$ cat config.mk
export PLATFORM = sky130hd
export DESIGN_NAME = uart_tx_frame_ctrl
export DESIGN_NICKNAME = d
export VERILOG_FILES = /design/src/rtl/uart_tx_pkg.sv /design/src/rtl/uart_tx_parity_calc.sv /design/src/rtl/uart_tx_frame_ctrl.sv
export SDC_FILE = /design/constraint.sdc
export NUM_CORES = 1
export LEC_CHECK = 0
export BUFFER_PORTS_ARGS = -buffer_cell sky130_fd_sc_hd__buf_2
export CORE_MARGIN = 10
export CORE_UTILIZATION = 31
export CTS_CLUSTER_SIZE = 20
export DETAILED_ROUTE_END_ITERATION = 8
export PLACE_DENSITY_LB_ADDON = 0.05
export SETUP_SLACK_MARGIN = 0.2
export SLEW_MARGIN = 30
export SYNTH_ARGS = -nofsm -noshare
export SYNTH_HDL_FRONTEND = slang
export SYNTH_HIERARCHICAL = 1
export SYNTH_SLANG_ARGS = --single-unit
$ cat constraint.sdc
create_clock -name clk -period 1.7 [get_ports clk]
set_clock_uncertainty 0.2 [all_clocks]
set_input_delay 0.085 -clock clk [delete_from_list [all_inputs] [get_ports clk]]
set_output_delay 0.085 -clock clk [all_outputs]
set_load 0.03 [all_outputs]
$ cat src/rtl/uart_tx_pkg.sv
// Shared types and constants for the UART TX frame path.
package uart_tx_pkg;

  typedef enum logic [2:0] {
    IDLE,
    START,
    DATA,
    PARITY,
    STOP
  } tx_state_e;

  localparam logic [1:0] MUX_START = 2'd0;
  localparam logic [1:0] MUX_DATA  = 2'd1;
  localparam logic [1:0] MUX_PAR   = 2'd2;
  localparam logic [1:0] MUX_STOP  = 2'd3;

  localparam logic PAR_EVEN = 1'b0;
  localparam logic PAR_ODD  = 1'b1;

endpackage

$ cat src/rtl/uart_tx_parity_calc.sv
// Combinational parity of one data word; even or odd selected by par_typ.
module uart_tx_parity_calc
  import uart_tx_pkg::*;
#(
  parameter int DATA_WIDTH = 8
) (
  input  logic [DATA_WIDTH-1:0] data,
  input  logic                  par_typ,
  output logic                  par_bit
);

  assign par_bit = (par_typ == PAR_EVEN) ? (^data) : ~(^data);

endmodule

$ cat src/rtl/uart_tx_frame_ctrl.sv
// UART TX frame sequencer: start bit, LSB-first data via serializer, optional parity, stop bit(s).
module uart_tx_frame_ctrl
  import uart_tx_pkg::*;
#(
  parameter int DATA_WIDTH = 8,
  parameter int STOP_BITS  = 1
) (
  input  logic                  clk,
  input  logic                  rst,
  input  logic                  data_valid,
  input  logic [DATA_WIDTH-1:0] p_data,
  input  logic                  par_en,
  input  logic                  par_typ,
  input  logic                  ser_done,
  output logic                  ser_load,
  output logic                  ser_en,
  output logic [DATA_WIDTH-1:0] ser_data_in,
  output logic [1:0]            mux_sel,
  output logic                  par_bit,
  output logic                  busy,
  output logic                  frame_done,
  output logic                  ser_err
);

  localparam int              WD_W      = $clog2(DATA_WIDTH + 2);
  localparam logic [WD_W-1:0] WD_LIMIT  = WD_W'(DATA_WIDTH);
  localparam logic            STOP_LAST = 1'(STOP_BITS - 1);

  tx_state_e       state, state_nxt;
  logic [WD_W-1:0] wd_cnt, wd_nxt;
  logic            stop_cnt, stop_nxt;
  logic            err_q, err_nxt;
  logic            par_en_q;
  logic            par_calc;
  logic            accept;

  uart_tx_parity_calc #(
    .DATA_WIDTH(DATA_WIDTH)
  ) u_parity (
    .data   (p_data),
    .par_typ(par_typ),
    .par_bit(par_calc)
  );

  assign ser_data_in = p_data;
  assign accept      = (state == IDLE) && data_valid;
  assign ser_err     = err_q & ~rst;

  always_ff @(posedge clk) begin
    if (rst) begin
      state    <= IDLE;
      wd_cnt   <= '0;
      stop_cnt <= 1'b0;
      err_q    <= 1'b0;
      par_en_q <= 1'b0;
      par_bit  <= 1'b0;
    end else begin
      state    <= state_nxt;
      wd_cnt   <= wd_nxt;
      stop_cnt <= stop_nxt;
      err_q    <= err_nxt;
      if (accept) begin
        par_en_q <= par_en;
        par_bit  <= par_calc;
      end
    end
  end

  always_comb begin
    state_nxt  = state;
    wd_nxt     = '0;
    stop_nxt   = 1'b0;
    err_nxt    = 1'b0;
    ser_load   = 1'b0;
    ser_en     = 1'b0;
    mux_sel    = MUX_STOP;
    busy       = 1'b1;
    frame_done = 1'b0;
    unique case (state)
      IDLE: begin
        busy     = 1'b0;
        ser_load = data_valid;
        if (data_valid) state_nxt = START;
      end
      START: begin
        mux_sel   = MUX_START;
        state_nxt = DATA;
      end
      DATA: begin
        mux_sel = MUX_DATA;
        ser_en  = 1'b1;
        // Watchdog: the serializer gets DATA_WIDTH+1 cycles to report its last bit.
        if (ser_done) begin
          state_nxt = par_en_q ? PARITY : STOP;
        end else if (wd_cnt == WD_LIMIT) begin
          state_nxt = STOP;
          err_nxt   = 1'b1;
        end else begin
          wd_nxt = wd_cnt + 1'b1;
        end
      end
      PARITY: begin
        mux_sel   = MUX_PAR;
        state_nxt = STOP;
      end
      STOP: begin
        if (stop_cnt == STOP_LAST) begin
          frame_done = 1'b1;
          state_nxt  = IDLE;
        end else begin
          stop_nxt = stop_cnt + 1'b1;
        end
      end
      default: state_nxt = IDLE;
    endcase
    // Outputs are forced quiet for the whole reset cycle, not just after the edge.
    if (rst) begin
      ser_load   = 1'b0;
      ser_en     = 1'b0;
      busy       = 1'b0;
      mux_sel    = MUX_STOP;
      frame_done = 1'b0;
    end
  end

endmodule

## Word level (Yosys, flattened, before mapping)

Cells that the tools add are included.

| word-level totals | value |
|---|---|
| register bits | 11 |
| input port bits | 14 |
| output and inout port bits | 16 |
| logic and storage cells | 48 |

| cells by class | value |
|---|---|
| add/sub/neg operators | 2 |
| bitwise logic cells | 6 |
| reduce and logical (&&, ||, !) cells | 7 |
| mux-type cells | 19 |
| equal/unequal tests | 8 |

Operators by type and width:

| cell | number |
|---|---|
| 3-bit two-way mux | 5 |
| 3-bit case mux with 5 select lines | 1 |
| 1-bit two-way mux | 11 |
| 8-bit XOR reduction | 1 |
| 3-bit by 2-bit equality test with 1-bit output (second input constant) | 2 |
| 2-bit case mux with 3 select lines | 1 |
| 3-bit OR reduction | 2 |
| 1-bit inverter | 5 |
| 4-bit by 1-bit adder with 4-bit output (second input constant) | 1 |
| 4-bit equality test (second input constant) | 1 |
| 2-bit != test (second input constant) | 2 |
| 4-bit OR reduction | 1 |
| 3-bit by 1-bit equality test with 1-bit output (second input constant) | 1 |
| 3-bit equality test (second input constant) | 1 |
| 3-bit zero test | 1 |
| 3-bit != test (second input constant) | 1 |
| 3-bit AND reduction | 1 |
| 2-bit two-way mux | 1 |
| 1-bit adder (second input constant) | 1 |
| 1-bit bitwise AND | 1 |
| 1-bit logical AND | 1 |

## Longest topological paths before layout

Gate-level depths: netlist (run 1).

| depth | value |
|---|---|
| depth in word-level cells | 4 |
| gate-level depth with buffers | 5 |
| gate-level depth less buffers | 5 |

## Modules after synthesis

The synthesis (run 1) kept the hierarchy.

By module, submodules not included:

| module | area each (um^2) | cells each | times used | seq. area each (um^2) |
|---|---|---|---|---|
| uart_tx_frame_ctrl | 599.3 | 69 | 1 | 220.2 |
| uart_tx_parity_calc | 82.6 | 7 | 1 | 0.0 |

## Worst setup path before layout (run 1)

OpenSTA, ideal clock, no wires.

| timing path | value |
|---|---|
| kind | register to output |
| start | reg state[1] |
| end | out frame_done |
| required time | 1415 ps |
| path buffers | 1 |
| arrival time | 1509 ps |
| cell stages (with the launch flop) | 3 |
| slack | -94 ps |
| cells stage by stage | dfxtp_1 > buf_2 > nor4_1 |

| between the ends | value |
|---|---|
| cells in the longest elaborated chain, start to end | 3 |

Ends and longest elaborated chain:

| what | RTL line | RTL |
|---|---|---|
| start: declaration | uart_tx_frame_ctrl.sv:29 | `tx_state_e state, state_nxt;` |
| start signal: assignment | uart_tx_frame_ctrl.sv:58 | `state <= state_nxt;` |
| 3-bit equality test | uart_tx_frame_ctrl.sv:79 | `unique case (state)` |
| 1-bit two-way mux | uart_tx_frame_ctrl.sv:79 |  |
| 1-bit two-way mux | uart_tx_frame_ctrl.sv:117 | `if (rst) begin` |
| end: declaration | uart_tx_frame_ctrl.sv:21 | `output logic frame_done,` |

No other way between the ends.

## Worst setup path in the final report (run 1)

| timing path | value |
|---|---|
| start | reg state[2] |
| end | out ser_load |

| between the ends | value |
|---|---|
| cells in the longest elaborated chain, start to end | 3 |

Ends and longest elaborated chain:

| what | RTL line | RTL |
|---|---|---|
| 3-bit zero test | uart_tx_frame_ctrl.sv:79 |  |
| 1-bit two-way mux | uart_tx_frame_ctrl.sv:79 |  |
| 1-bit two-way mux | uart_tx_frame_ctrl.sv:117 |  |
| end: declaration | uart_tx_frame_ctrl.sv:15 | `output logic ser_load,` |

No other way between the ends.

==> impl_results.md, run 1 <==
* Status: complete, no violations
* CTS clk-pin slew, worst paths at about 0.070 ns
* Maximum VDD drop at 0.445 mV
* Cell count of the worst reg-to-reg path at 5
* Fmax at approximately 0.66 GHz
* Drt total wl at between 1 and 1.5 mm
* Unrepaired setup endpoints after global routing: yes
* R2R Setup Slk at between 0.2 and 0.3 ns
* Fin nets at approximately 120
* CP Capture Type: output pin
* Arr. time, crit path at 1.22 ns
* Drt initial violations at 2
* Clk sinks at 11
* Die footprint at 4480 sq um
* Syn Std Cell Area at between 600 and 700 sq um
* Fill cell count at 200
* Grt ovf at 0
* Worst hold endpoint: state[0]$_SDFFE_PP0P_
* Total placed cells including tap cells at about 120
* Critical Path Start: state[2]$_SDFFE_PP0P_
* Cts bufs inserted at 3
* Antenna cells at 0
* Worst path required time at 1.41 ns
* Die H at between 60 and 70 um
* Syn avg cell area at between 8 and 9 sq um
* Clock root buffer: clkbuf_4
* Syn Nets at 92
* Row Count at 16
* Top post-synthesis cells by area: dfxtp_1 (32%), buf_4 (8.8%), xnor2_1 (6.4%)
* Total Power at ~680 uW
* Final ANT Viol Nets at 0
* Post-synthesis cell count at between 70 and 80
* Fin crit share at 0.888
* Final hold slack at 0.0531 ns
* Setup TNS at 0 ns
* Final-report max-slew violation count at 0
* FF-to-FF End: state[1]$_SDFFE_PP0P_
* Crit path time final at approximately 1.5 ns
* Area fraction of the dominant cell type after synthesis at 0.323
* IO Pins at 30
* #FFs+latches synth at 11
* Register area at 229 sq um
* Most frequent cells in the layout: buf_2 (25), nor2_1 (10), dfxtp_1 (6), buf_4 (6), xnor2_1 (5)
* Synth area leader: dfxtp_1
* Most common cell after layout, fill and taps aside: buf_2
* Vias in the first global route at about 520
* Core Area at about 2000 sq um
* Area of the multi-input gates at around 400 sq um
* LEAKAGE at roughly 0.42 nW
* Share of layout cells above drive strength 1 at 0.457
* HP Start: data_valid
* Final HPWL DP at around 1.2 mm
* CP Max Fanout at 7
* Htree depth at 1
* CTS tree: done
* Initial antenna violation count at 0
* First-pass GRT wire length at around 2.3 mm
* WHS Path Cells at 4
* 1st-pass router iterations at 2
* Starting Density at 0.337
* Final GP Congestion at between 0.7 and 0.8
* PwrDens at between 700 and 800 nW/um^2
* Vias/cell at 4.21
* Worst hold path class: in2reg
* Unique masters post-synth at 30
* Final setup viols at 0
* Fin cells at approximately 130
* Die Width at 66.9 um
* Post-synthesis sequential area ratio at 0.323
* PortBufs at 29
* Layout area overhead at 35.2%
* Worst Path Class, Setup: reg2out
* Largest net degree at the start of global routing at 13
* Drt drc at 0
* Max Cap Viol at 0
* Final hold vios at 0
* CP startpoint kind: register
* Syn. warnings at 6
* Worst r2r src: wd_cnt[0]$_SDFF_PP0_
* Worst skew pair latency at 0.26 ns
* Per-cell routed wire length at around 11 um
* Via Count at about 560
* GRT Util Overall at 0.0651
* Max Root-Sink Buffers at 2
metrics by stage:
step	setup slack [ns]	util	area, sq um
finish	0.191	0.456	922
global route	0.121	0.456	922
CTS	0.165	0.446	901
detailed placement	0.244	0.397	803
global placement	0.236	0.397	803
floorplan	0.238	-	691
sequential cells by signal, summed over array words and instances, names as in the netlist:
register  cells
par_bit       1
par_en_q      1
err_q         1
wd_cnt        4
state         3
stop_cnt      1
metal layers:
metal,vias to the layer above,global-route usage,share of wire
met5,-,0,0
met4,0,0.0231,0.0054
met3,2,0.0368,0.11
met2,14,0.104,0.48
met1,240,0.0701,0.41
li1,300,-,-
cells in the mapped netlist:
cell and count:
dfxtp_1 11, nor2_1 10, buf_4 8, xnor2_1 5
inv_1 4, nand2_1 3, nand2b_1 3, xor2_1 3
buf_2 2, ha_1 2, mux2i_1 2, nand3_1 2
nand3b_1 2, nor2b_1 2, nor4_1 2, a21oi_1 1
a31o_1 1, and2_1 1, and3_1 1, clkbuf_1 1
conb_1 1, nand4b_1 1, nor3_1 1, nor3_2 1
nor4b_4 1, o211a_1 1, o21a_1 1, o22ai_1 1
xnor2_2 1, xnor3_1 1
power by group:
part           leakage (nW)  switching (mW)  internal [mW]
combinational         0.311           0.115          0.107
sequential           0.0923          0.0173          0.271
clock                0.0150          0.0798         0.0905
cell families after synthesis:
kind of cell / share of synthesized area
and+or+nand+nor: 0.261
adders and majority gates: 0.0367
buffers and inverters: 0.130
other: 0.00550
AOI/OAI and AO/OA: 0.0551
DFF: 0.323
muxes: 0.0294
xor gates and xnor gates: 0.160
worst max-delay path: stages, from the launching register on:
cell and delay [ns]:
dfxtp_4 0.38, nor4b_4 0.26, nor2b_2 0.19, buf_6 0.13
worst max path at each step:
stage / endpoint / depth (start not counted)
after floorplan: frame_done / 2
after global placement: ser_load / 3
after detailed placement: ser_load / 3
after CTS: ser_load / 3
after global routing: ser_load / 3
final: ser_load / 3
what timing repair did:
action	in CTS	in global routing
setup endpoints to repair	4	6
setup buffers	2	1
pin swaps	2	4
resized for setup	9	7
hold endpoints to repair	4	0
hold buffers	3	0
cell type report:
class	count	share of cell area
clock buffer	4	0.0285
inverter	4	0.0163
tap	27	0.0366
sequential	11	0.248
multi-input combinational	50	0.429
timing repair buffer	36	0.242
No activity file was read; power rests on OpenSTA's default activity.
==> inputs of run 2 (changes only) <==
Settings changed: CTS_BUF_LIST set to sky130_fd_sc_hd__clkbuf_8.
==> run 2 against run 1 <==
Combinational power decreased by 2%. Non-clock buffer count decreased by 1. Routed wire length rose by 2.4%. Highest routed layer unchanged. Power grew 12%. Clock power is 49% higher. Maximum frequency increased by 0.94%. Hold slack improved by 0.028 ns.
==> impl_results.md, run 2 (same netlist as run 1, synthesis figures left out) <==
* Status: complete, no violations
* Grt ovf at 0
* Part of the power in registers at 0.381
* 1st-pass router iterations at 4
* Worst hold path class: in2reg
* Maximum VDD drop at around 0.41 mV
* Pre-CTS WS at 0.244 ns
* Fin nets at roughly 120
* CP Capture Type: output pin
* Cts bufs inserted at 3
* Die H at about 67 um
* Worst setup margin at slightly above 0.2 ns
* CTS tree: done
* PwrDens at 818 nW/um^2
* Max reg flops at 4
* Fin crit share at 0.879
* Total Power at between 700 and 800 uW
* Final hold vios at 0
* Core Area at 2020 sq um
* Layout area overhead at 36.5%
* Row Count at 16
* Psw at 228 uW
* Clock root buffer: clkbuf_8
* Max Root-Sink Buffers at 2
* Final setup viols at 0
* Setup TNS at 0 ns
* Max Cap Viol at 0
* CTS clk-pin slew, worst paths at around 0.05 ns
* Sw frac at 0.300
* Share of layout cells above drive strength 1 at 0.442
* Drt total wl at 1.53 mm
* First-pass GRT wire length at between 2 and 2.5 mm
* Worst path required time at 1.41 ns
* CP Max Fanout at 8
* Die footprint at 4480 sq um
* Per-cell routed wire length at roughly 12 um
* Unrepaired setup endpoints after global routing: yes
* Die Width at approximately 67 um
* Most common cell after layout, fill and taps aside: buf_2
* Via Count at ~560
* Fmax at approximately 0.67 GHz
* IO Pins at 30
* Combinational share of power at 0.286
* Biggest regs: wd_cnt x4, state x3
* LEAKAGE at 0.422 nW
* Vias in the first global route at 520
* Vias/cell at 4.29
* Arr. time, crit path at between 1 and 1.5 ns
* GRT Util Overall at 0.0654
* Final GP Congestion at just under 0.8
* Starting Density at 0.337
* Final ANT Viol Nets at 0
* Drt initial violations at 7
* Area of the multi-input gates at approximately 400 sq um
* Drt drc at 0
* Final-report max-slew violation count at 0
* CP startpoint kind: register
* Post-layout util at 0.460
* Top reg by flops: wd_cnt
* Largest net degree at the start of global routing at 13
* Fin cells at ~130
* Initial antenna violation count at 0
* Final Cell Area at between 900 and 1000 sq um
* Int Pwr at ~530 uW
* Fill cell count at 201
* Crit path time final at ~1.5 ns
* Clk sinks at 11
* Worst skew pair latency at about 0.24 ns
* Final HPWL DP at approximately 1.2 mm
* Worst Path Class, Setup: reg2out
* PortBufs at 29
* Total placed cells including tap cells at 122
* Most frequent cells in the layout: buf_2 (26), nor2_1 (10), dfxtp_1 (6), inv_1 (5), xnor2_1 (5)
* Dpl cell area at 803 sq um
* Clk pwr share at 0.333
* Htree depth at 1
* Final hold slack at 0.0814 ns
* Register area at 229 sq um
* Antenna cells at 0
-- run 2: worst max-delay path, stage by stage (launching register included) --
cell,delay [ns]
dfxtp_4,0.38
nor4b_4,0.26
nor2b_2,0.17
buf_4,0.16
-- run 2: layout make-up --
type,count,share of cell area
Clock buffer,3,0.0444
Clock inverter,1,0.00403
Inverter,4,0.0161
Multi-Input combinational cell,50,0.429
Sequential cell,11,0.246
Tap cell,27,0.0363
Timing Repair Buffer,35,0.224
-- run 2: path summary, 6_finish.rpt --
path	slack [ns]	start	to	cells after the start
min reg2reg	0.24	wd_cnt[0]$_SDFF_PP0_	wd_cnt[0]$_SDFF_PP0_	1
max reg2reg	0.27	wd_cnt[0]$_SDFF_PP0_	state[1]$_SDFFE_PP0P_	5
max	0.21	state[2]$_SDFFE_PP0P_	ser_load	3
min	0.08	data_valid	state[0]$_SDFFE_PP0P_	4
-- run 2: routing by layer --
layer | up-vias | routed length (um) | GRT usage
li1 | 296 | - | -
met1 | 246 | 628 | 0.0673
met2 | 16 | 707 | 0.105
met3 | 4 | 172 | 0.0368
met4 | 0 | 19 | 0.0308
met5 | - | 0 | 0
-- run 2: power by group through the flow --
stage | logic (mW) | clock network, mW | registers (mW)
6_report | 0.218 | 0.253 | 0.290
5_1_grt | 0.238 | 0.279 | 0.292
4_1_cts | 0.215 | 0.259 | 0.290
3_5_place_dp | 0.200 | 0 | 0.293
3_3_place_gp | 0.200 | 0 | 0.293
2_1_floorplan | 0.156 | 0 | 0.294
-- run 2: repair_timing --
item / 4_1_cts / 5_1_grt
pin swaps: 2 / 3
endpoints found under the setup margin: 4 / 5
gates resized for setup: 6 / 7
hold endpoints to repair: 4 / 0
hold buffers: 3 / 0
setup buffers: 1 / 1
